==> src/rtl/serializer_param_if.sv <==
// Handshake and serial-output bundle between a word producer/controller and serializer_param.
// The DUT side uses the slave modport; the producer/controller side uses master.
interface serializer_param_if #(
  parameter int DATA_WIDTH = 8
);
  logic [DATA_WIDTH-1:0] P_DATA;
  logic                  Data_Valid;
  logic                  msb_first;
  logic                  par_en;
  logic                  par_typ;
  logic                  ser_en;
  logic                  ready;
  logic                  frame_valid;
  logic                  ser_data;
  logic                  ser_done;

  modport master (
    output P_DATA, Data_Valid, msb_first, par_en, par_typ, ser_en,
    input  ready, frame_valid, ser_data, ser_done
  );

  modport slave (
    input  P_DATA, Data_Valid, msb_first, par_en, par_typ, ser_en,
    output ready, frame_valid, ser_data, ser_done
  );
endinterface

==> src/rtl/serializer_param.sv <==
// Parallel-to-serial converter with a one-entry holding buffer, per-word bit order
// and optional parity, paced by an external controller through ser_en/ser_done.
module serializer_param #(
  parameter int DATA_WIDTH = 8
) (
  input  logic                CLK,
  input  logic                RST,
  serializer_param_if.slave   bus
);
  localparam int CW = $clog2(DATA_WIDTH + 2);
  localparam logic [CW-1:0] DW_C  = CW'(DATA_WIDTH);
  localparam logic [CW-1:0] ONE_C = CW'(1);

  // cfg packing: [2] msb_first, [1] par_en, [0] par_typ
  logic [DATA_WIDTH-1:0] buf_data_q, buf_data_d;
  logic [2:0]            buf_cfg_q,  buf_cfg_d;
  logic                  buf_full_q, buf_full_d;
  logic [DATA_WIDTH-1:0] act_data_q, act_data_d;
  logic [2:0]            act_cfg_q,  act_cfg_d;
  logic                  act_valid_q, act_valid_d;
  logic [CW-1:0]         count_q,    count_d;

  logic [CW-1:0]         frame_len;
  logic                  accept;
  logic                  xfer;
  logic                  shift;
  logic [DATA_WIDTH-1:0] shifted;
  logic                  ser_bit;

  assign frame_len = DW_C + {{(CW-1){1'b0}}, act_cfg_q[1]};
  assign accept    = bus.Data_Valid && !buf_full_q;
  assign xfer      = buf_full_q && !act_valid_q && !bus.ser_en;
  assign shift     = bus.ser_en && act_valid_q && (count_q < frame_len);

  always_comb begin
    buf_data_d  = buf_data_q;
    buf_cfg_d   = buf_cfg_q;
    buf_full_d  = buf_full_q;
    act_data_d  = act_data_q;
    act_cfg_d   = act_cfg_q;
    act_valid_d = act_valid_q;
    count_d     = count_q;

    if (accept) begin
      buf_data_d = bus.P_DATA;
      buf_cfg_d  = {bus.msb_first, bus.par_en, bus.par_typ};
      buf_full_d = 1'b1;
    end

    if (xfer) begin
      act_data_d  = buf_data_q;
      act_cfg_d   = buf_cfg_q;
      act_valid_d = 1'b1;
      buf_full_d  = 1'b0;
    end

    // Dropping ser_en always rewinds the frame; act_valid survives an abort.
    if (!bus.ser_en) begin
      count_d = '0;
    end else if (shift) begin
      count_d = count_q + ONE_C;
      if (count_q == frame_len - ONE_C) begin
        act_valid_d = 1'b0;
      end
    end
  end

  always_ff @(posedge CLK or negedge RST) begin
    if (!RST) begin
      buf_data_q  <= '0;
      buf_cfg_q   <= '0;
      buf_full_q  <= 1'b0;
      act_data_q  <= '0;
      act_cfg_q   <= '0;
      act_valid_q <= 1'b0;
      count_q     <= '0;
    end else begin
      buf_data_q  <= buf_data_d;
      buf_cfg_q   <= buf_cfg_d;
      buf_full_q  <= buf_full_d;
      act_data_q  <= act_data_d;
      act_cfg_q   <= act_cfg_d;
      act_valid_q <= act_valid_d;
      count_q     <= count_d;
    end
  end

  // Shift instead of indexing so the selected bit always lands at a fixed position.
  always_comb begin
    shifted = act_cfg_q[2] ? (act_data_q << count_q) : (act_data_q >> count_q);
    ser_bit = 1'b0;
    if (bus.ser_en && act_valid_q) begin
      if (count_q < DW_C) begin
        ser_bit = act_cfg_q[2] ? shifted[DATA_WIDTH-1] : shifted[0];
      end else if ((count_q == DW_C) && act_cfg_q[1]) begin
        ser_bit = (^act_data_q) ^ act_cfg_q[0];
      end
    end
  end

  assign bus.ser_data    = ser_bit;
  assign bus.ser_done    = (count_q == frame_len);
  assign bus.ready       = !buf_full_q;
  assign bus.frame_valid = act_valid_q;
endmodule

==> src/flat_wrapper.sv <==
// flat-port wrapper written by rule: the top's interface ports become plain ports
module serializer_param_flat 
#(
  parameter int DATA_WIDTH = 8
)
  (CLK, RST, bus_P_DATA, bus_Data_Valid, bus_msb_first, bus_par_en, bus_par_typ, bus_ser_en, bus_ready, bus_frame_valid, bus_ser_data, bus_ser_done);
  serializer_param_if #(.DATA_WIDTH(DATA_WIDTH)) bus_i ();
  input  logic CLK;
  input  logic RST;
  input wire logic [$bits(bus_i.P_DATA)-1:0] bus_P_DATA;
  input wire logic [$bits(bus_i.Data_Valid)-1:0] bus_Data_Valid;
  input wire logic [$bits(bus_i.msb_first)-1:0] bus_msb_first;
  input wire logic [$bits(bus_i.par_en)-1:0] bus_par_en;
  input wire logic [$bits(bus_i.par_typ)-1:0] bus_par_typ;
  input wire logic [$bits(bus_i.ser_en)-1:0] bus_ser_en;
  output wire logic [$bits(bus_i.ready)-1:0] bus_ready;
  output wire logic [$bits(bus_i.frame_valid)-1:0] bus_frame_valid;
  output wire logic [$bits(bus_i.ser_data)-1:0] bus_ser_data;
  output wire logic [$bits(bus_i.ser_done)-1:0] bus_ser_done;
  assign bus_i.P_DATA = bus_P_DATA;
  assign bus_i.Data_Valid = bus_Data_Valid;
  assign bus_i.msb_first = bus_msb_first;
  assign bus_i.par_en = bus_par_en;
  assign bus_i.par_typ = bus_par_typ;
  assign bus_i.ser_en = bus_ser_en;
  assign bus_ready = bus_i.ready;
  assign bus_frame_valid = bus_i.frame_valid;
  assign bus_ser_data = bus_i.ser_data;
  assign bus_ser_done = bus_i.ser_done;
  serializer_param #(.DATA_WIDTH(DATA_WIDTH)) u_core (.CLK(CLK), .RST(RST), .bus(bus_i));
endmodule
==> config.mk <==
export PLATFORM = sky130hd
export DESIGN_NAME = serializer_param_flat
export DESIGN_NICKNAME = d
export VERILOG_FILES = /design/src/rtl/serializer_param_if.sv /design/src/rtl/serializer_param.sv /design/src/flat_wrapper.sv
export SDC_FILE = /design/constraint.sdc
export NUM_CORES = 1
export LEC_CHECK = 0
export BUFFER_PORTS_ARGS = -buffer_cell sky130_fd_sc_hd__clkbuf_2
export CORE_MARGIN = 1
export CORE_UTILIZATION = 45
export CTS_CLUSTER_SIZE = 25
export DETAILED_ROUTE_END_ITERATION = 7
export GPL_TIMING_DRIVEN = 1
export PLACE_DENSITY = 0.66
export SYNTH_ARGS = -nofsm -noshare
export SYNTH_HDL_FRONTEND = slang
export SYNTH_SLANG_ARGS = --single-unit
export TNS_END_PERCENT = 100
==> constraint.sdc <==
create_clock -name CLK -period 1.79 [get_ports CLK]
set_input_delay 0.358 -clock CLK [delete_from_list [all_inputs] [get_ports CLK]]
set_output_delay 0.358 -clock CLK [all_outputs]
set_load 0.02 [all_outputs]
Yosys cells after proc, flatten, opt, wreduce, memory -nomap -nowiden:

Index checks and enable logic that the tools add are counted.

* bitwise logic cells: 1
* equality and inequality tests: 4
* $lt $le $gt $ge: 2
* shifts and indexed selects: 2
* reductions and logical operators: 11
* mux-type cells: 13
* add/sub/neg operators: 3

Operator list (number)
* $mux 1: 10
* $eq 4x4->1: 2
* $mux 4: 2
* $mux 8: 1
* $reduce_xor 8->1: 1
* $shl 8x4->8: 1
* $shr 8x4->8: 1
* $logic_and 1x1->1: 6
* $add 4x1->4 const A: 1
* $add 4x1->4 const B: 1
* $eq 4x4->1 const B: 1
* $lt 4x4->1: 1
* $lt 4x4->1 const B: 1
* $sub 4x1->4 const B: 1
* $logic_not 1->1: 3
* $ne 2x1->1 const B: 1
* $reduce_bool 2->1: 1
* $xor 1x1->1: 1

* word-level logic and storage cells: 43
* register bits: 28
* bits of input ports: 15
* output and inout port bits: 4

Logic depth before layout (Yosys ltp):

* depth in word-level cells: 7
* gate-level depth with buffers: 7
* depth with buffers taken out: 6

Least setup slack after synthesis:

OpenSTA, ideal clock, no wires.

* path kind: register to output
* start point: register u_core.count_q[0]
* end point: output port bus_ser_data
* stages on the path, launching flop included: 6
* path slack: -0.083 ns
* buffers on the path: 1
* data required time: 1.432 ns
* data arrival time: 1.515 ns
* cells stage by stage: dfrtp_1 -> buf_6 -> mux4_1 -> mux2i_1 -> mux2_2 -> o32ai_2

* cells in the longest elaborated chain, start to end: 5
* elaborated cells between the ends (all ways): 10
* those cells by class: order compare (1); eq/ne (1); shift (2); mux (5); reduce/logical (1)

Ends and longest elaborated chain
* start, declared: RTL line serializer_param.sv:21 `logic [CW-1:0] count_q, count_d;`
* start signal, assigned: RTL line serializer_param.sv:84 `count_q <= count_d;`
* $shr 8x4->8, or another cell as far along: RTL line serializer_param.sv:90 `shifted = act_cfg_q[2] ? (act_data_q << count_q) : (act_data_q >> count_q);`
* $mux 8 or $logic_and 1x1->1 (tied branches): RTL line serializer_param.sv:90, serializer_param.sv:95
* $mux 1, on equally long branches: RTL line serializer_param.sv:94, serializer_param.sv:95
* $mux 1 (*): RTL line serializer_param.sv:93 `if (count_q < DW_C) begin`
* $mux 1 (*): RTL line serializer_param.sv:92 `if (bus.ser_en && act_valid_q) begin`
* end, declared: RTL line flat_wrapper.sv:18 `output wire logic [$bits(bus_i.ser_data)-1:0] bus_ser_data;`

Every way passes the cells marked *; elsewhere a longest branch is shown, timed or not.

Final worst setup path:

Same ends and word-level chain as after synthesis.

==> run summary <==
largest net degree at the start of global routing: 29
reg2reg end: u_core.count_q[0]
Critical Path Max Stage Delay: 490 ps
leakage dissipation: 0.782 nW
initial antenna violation count: 0
PnR Total Power: 2.65 mW
Yosys warnings: 0
Gate power share: 0.442
Mapped Avg Cell Area: 14.1 um2
GR Util met3: 0.0201
Pint: 1.86 mW
vias per cell: 5.13
CTS sink cnt: 28
switching share of power: 0.297
Initial Util: 0.469
FF-to-FF Start: u_core.count_q[0]
Place WS: -168 ps
gpl congestion: 0.800
worst-path fanout max: 5
final setup fails: 6
die span in y: 58.2 um
Top-Level Pins: 19
CTS H-tree depth: 1
Cell variety after synth: 24
share of cells above drive strength 1: 0.534
clk root buf: clkbuf_4
Post-Syn Area: 1420 um2
Placed Area: 1620 um2
Clk Latency, worst-skew pair: 320 ps
drt pass-1 iters: 4
Final Max Slew Viols: 0
gr usage total: 0.168
drt initial violations: 10
wirelength, routed: 2390 um
RSZ-0062 raised after global routing: true
via count: 898
status: finished with violations
Post-Syn Instances: 101
leading area contributor after synthesis: dfrtp_1
Worst EP required: 1430 ps
Slowest-stage cell, CP: dfrtp_2
final setup margin: -445 ps
Final nets: 150
fmax: 0.447 GHz
DRC: 0
worst-margin pin slew: 666 ps
row count: 20
Buf/Inv on CP: 1
Hold Buf Count CTS: 0
top cells by area, synth: dfrtp_1 49%, mux2_2 18%, mux4_1 7.4%
Critical Path, Cell by Cell: mux4_2 > mux2i_1 > mux2_4 > o32ai_4 > buf_6
WS Path Type: flop to primary output
diodes inserted: 0
net count after synthesis: 119
first-pass GRT wire length: 4260 um
WL/cell: 13.7 um
Rel. slew slack: 0.556
Final min period: 2240 ps
Reg clk slew, reported paths: 150 ps
CTS tree: built
clock skew: 4.34 ps
crit-path leading delay family: multiplexers
vias in the first global route: 940
Clock power frac: 0.153
Syn-to-layout area delta: 22.1%
top-area cell type share of the netlist area: 0.493
CTS buffer count: 3
Final Hold Fails: 0
post-route ant nets: 0
Worst setup SP type: flop
failing checks: setup timing
Max VDD drop: 0.783 mV
Congestion Overflow GR: 0
# port buffers: 18
Sw Pwr: 0.786 mW
sequential element share of the synthesized area: 0.493
Die ar.: 3380 um2
fraction of the cycle the final worst path needs: 1.25
Core Region: 3030 um2
crit path DAT: 1880 ps
GRT busiest layer: met2
nature of the critical path endpoint: primary output
post-route setup TNS: -1290 ps
Core Util, Final: 0.573
#FFs+latches synth: 28
Final HPWL DP: 1750 um
PwrDens: 1530 nW/um2
met1 usage: 0.213
min-delay worst type: primary input to async pin
die width: 58.2 um
clock buffer depth: 2
Flop pwr share: 0.404
Max Cap Violations: 0
flop2flop setup slack: -160 ps
r2r worst-path depth: 9
Levels on crit path: 5
Finished Cell Area: 1730 um2
GRT met2 Usage: 0.271
-- synth_stat cells --
library cell and count:
dfrtp_1 28, mux2_2 23, inv_1 5, nor2_1 5, xnor2_1 5, a21oi_1 4
mux4_1 4, ha_1 3, mux2i_1 3, nand2_1 3, buf_2 2, buf_6 2
nor4bb_1 2, xor2_1 2, a211oi_2 1, a41oi_1 1, and3b_1 1, nand4_1 1
nor2b_1 1, nor3_1 1, o31ai_1 1, o32ai_2 1, or3b_4 1, xnor3_1 1
-- layer usage --
metal	share of wire	up-vias
met2	0.50	13
met5	0	-
met4	0.016	0
met3	0.022	4
li1	-	424
met1	0.46	457
-- state kept, by name, summed over array words and instances (netlist names) --
| signal | count |
|---|---|
| u_core.count_q | 4 |
| u_core.buf_data_q | 8 |
| u_core.act_cfg_q | 3 |
| u_core.buf_full_q | 1 |
| u_core.act_data_q | 8 |
| u_core.buf_cfg_q | 3 |
| u_core.bus.frame_valid | 1 |
-- logic make-up after synthesis --
logic type	synth area share
adders and majority gates	0.0264
xor gates and xnor gates	0.0590
buffers and inverters	0.0361
muxes	0.278
and+or+nand+nor	0.0617
AOI/OAI and AO/OA	0.0458
DFF	0.493
-- worst reg2reg max path, stage by stage (launching register included) --
cell and delay, ps:
dfrtp_2 490, buf_4 150, buf_6 100, buf_6 120, inv_4 60, ha_4 110
or3b_4 380, a21oi_2 140, buf_4 140, mux2i_1 200
-- through the flow --
step                hold slack, ps  std cells
floorplan                     62.4        101
global placement               427        168
finish                        38.8        175
CTS                           65.1        173
detailed placement             433        168
global route                  83.7        175
-- power by group through the flow --
| stage | Clock, mW | Sequential, mW | Combinational, mW |
|---|---|---|---|
| after floorplan | 0 | 1.02 | 0.824 |
| after global placement | 0 | 1.06 | 0.989 |
| after detailed placement | 0 | 1.07 | 1.02 |
| after CTS | 0.420 | 1.07 | 1.14 |
| after global routing | 0.450 | 1.11 | 1.26 |
| final | 0.406 | 1.07 | 1.17 |
-- cells in the final DEF, fill, tap and decap left out --
cell	n
dfrtp_1	27
o31ai_1	1
mux4_2	4
xnor2_1	4
a21oi_2	1
nand4_1	1
inv_1	4
ha_4	1
buf_6	3
inv_4	1
buf_4	11
clkbuf_4	3
a211oi_2	1
bufinv_16	1
or3b_4	1
nand2_1	3
ha_1	2
nor4bb_1	1
dfrtp_2	1
xor2_1	2
o32ai_4	1
nor3_1	1
mux2_4	1
nor2b_1	1
a41oi_1	1
and3b_1	1
nor4bb_4	1
xnor2_2	1
nor2_1	5
a21oi_1	3
mux2_2	22
xnor3_1	1
clkbuf_2	16
mux2i_1	3
-- timing repair --
item                                    CTS  global route
pin swaps                                 1             2
endpoints found under the setup margin    4             5
gates resized for setup                   8            11
gates cloned                              0             0
endpoints found under the hold margin     0             0
setup buffers                             1             2
-- worst max-delay path by stage --
stage | to | startpoint | slack (ps)
2_1_floorplan | bus_ser_data | u_core.count_q[0] | -20
3_3_place_gp | bus_ser_data | u_core.count_q[0] | -150
3_5_place_dp | bus_ser_data | u_core.count_q[0] | -170
4_1_cts | bus_ser_data | u_core.count_q[0] | -480
5_1_grt | bus_ser_data | u_core.count_q[0] | -570
6_report | bus_ser_data | u_core.count_q[0] | -450
-- cell type report --
| cell class | instances | area, um2 |
|---|---|---|
| Fill cell | 263 | 1290 |
| Multi-Input combinational cell | 64 | 707 |
| Sequential cell | 28 | 702 |
| Timing Repair Buffer | 30 | 196 |
| Tap cell | 44 | 55.1 |
| Clock inverter | 1 | 30.0 |
| Clock buffer | 3 | 22.5 |
| Inverter | 5 | 21.3 |
No activity file was read; power rests on OpenSTA's default activity.
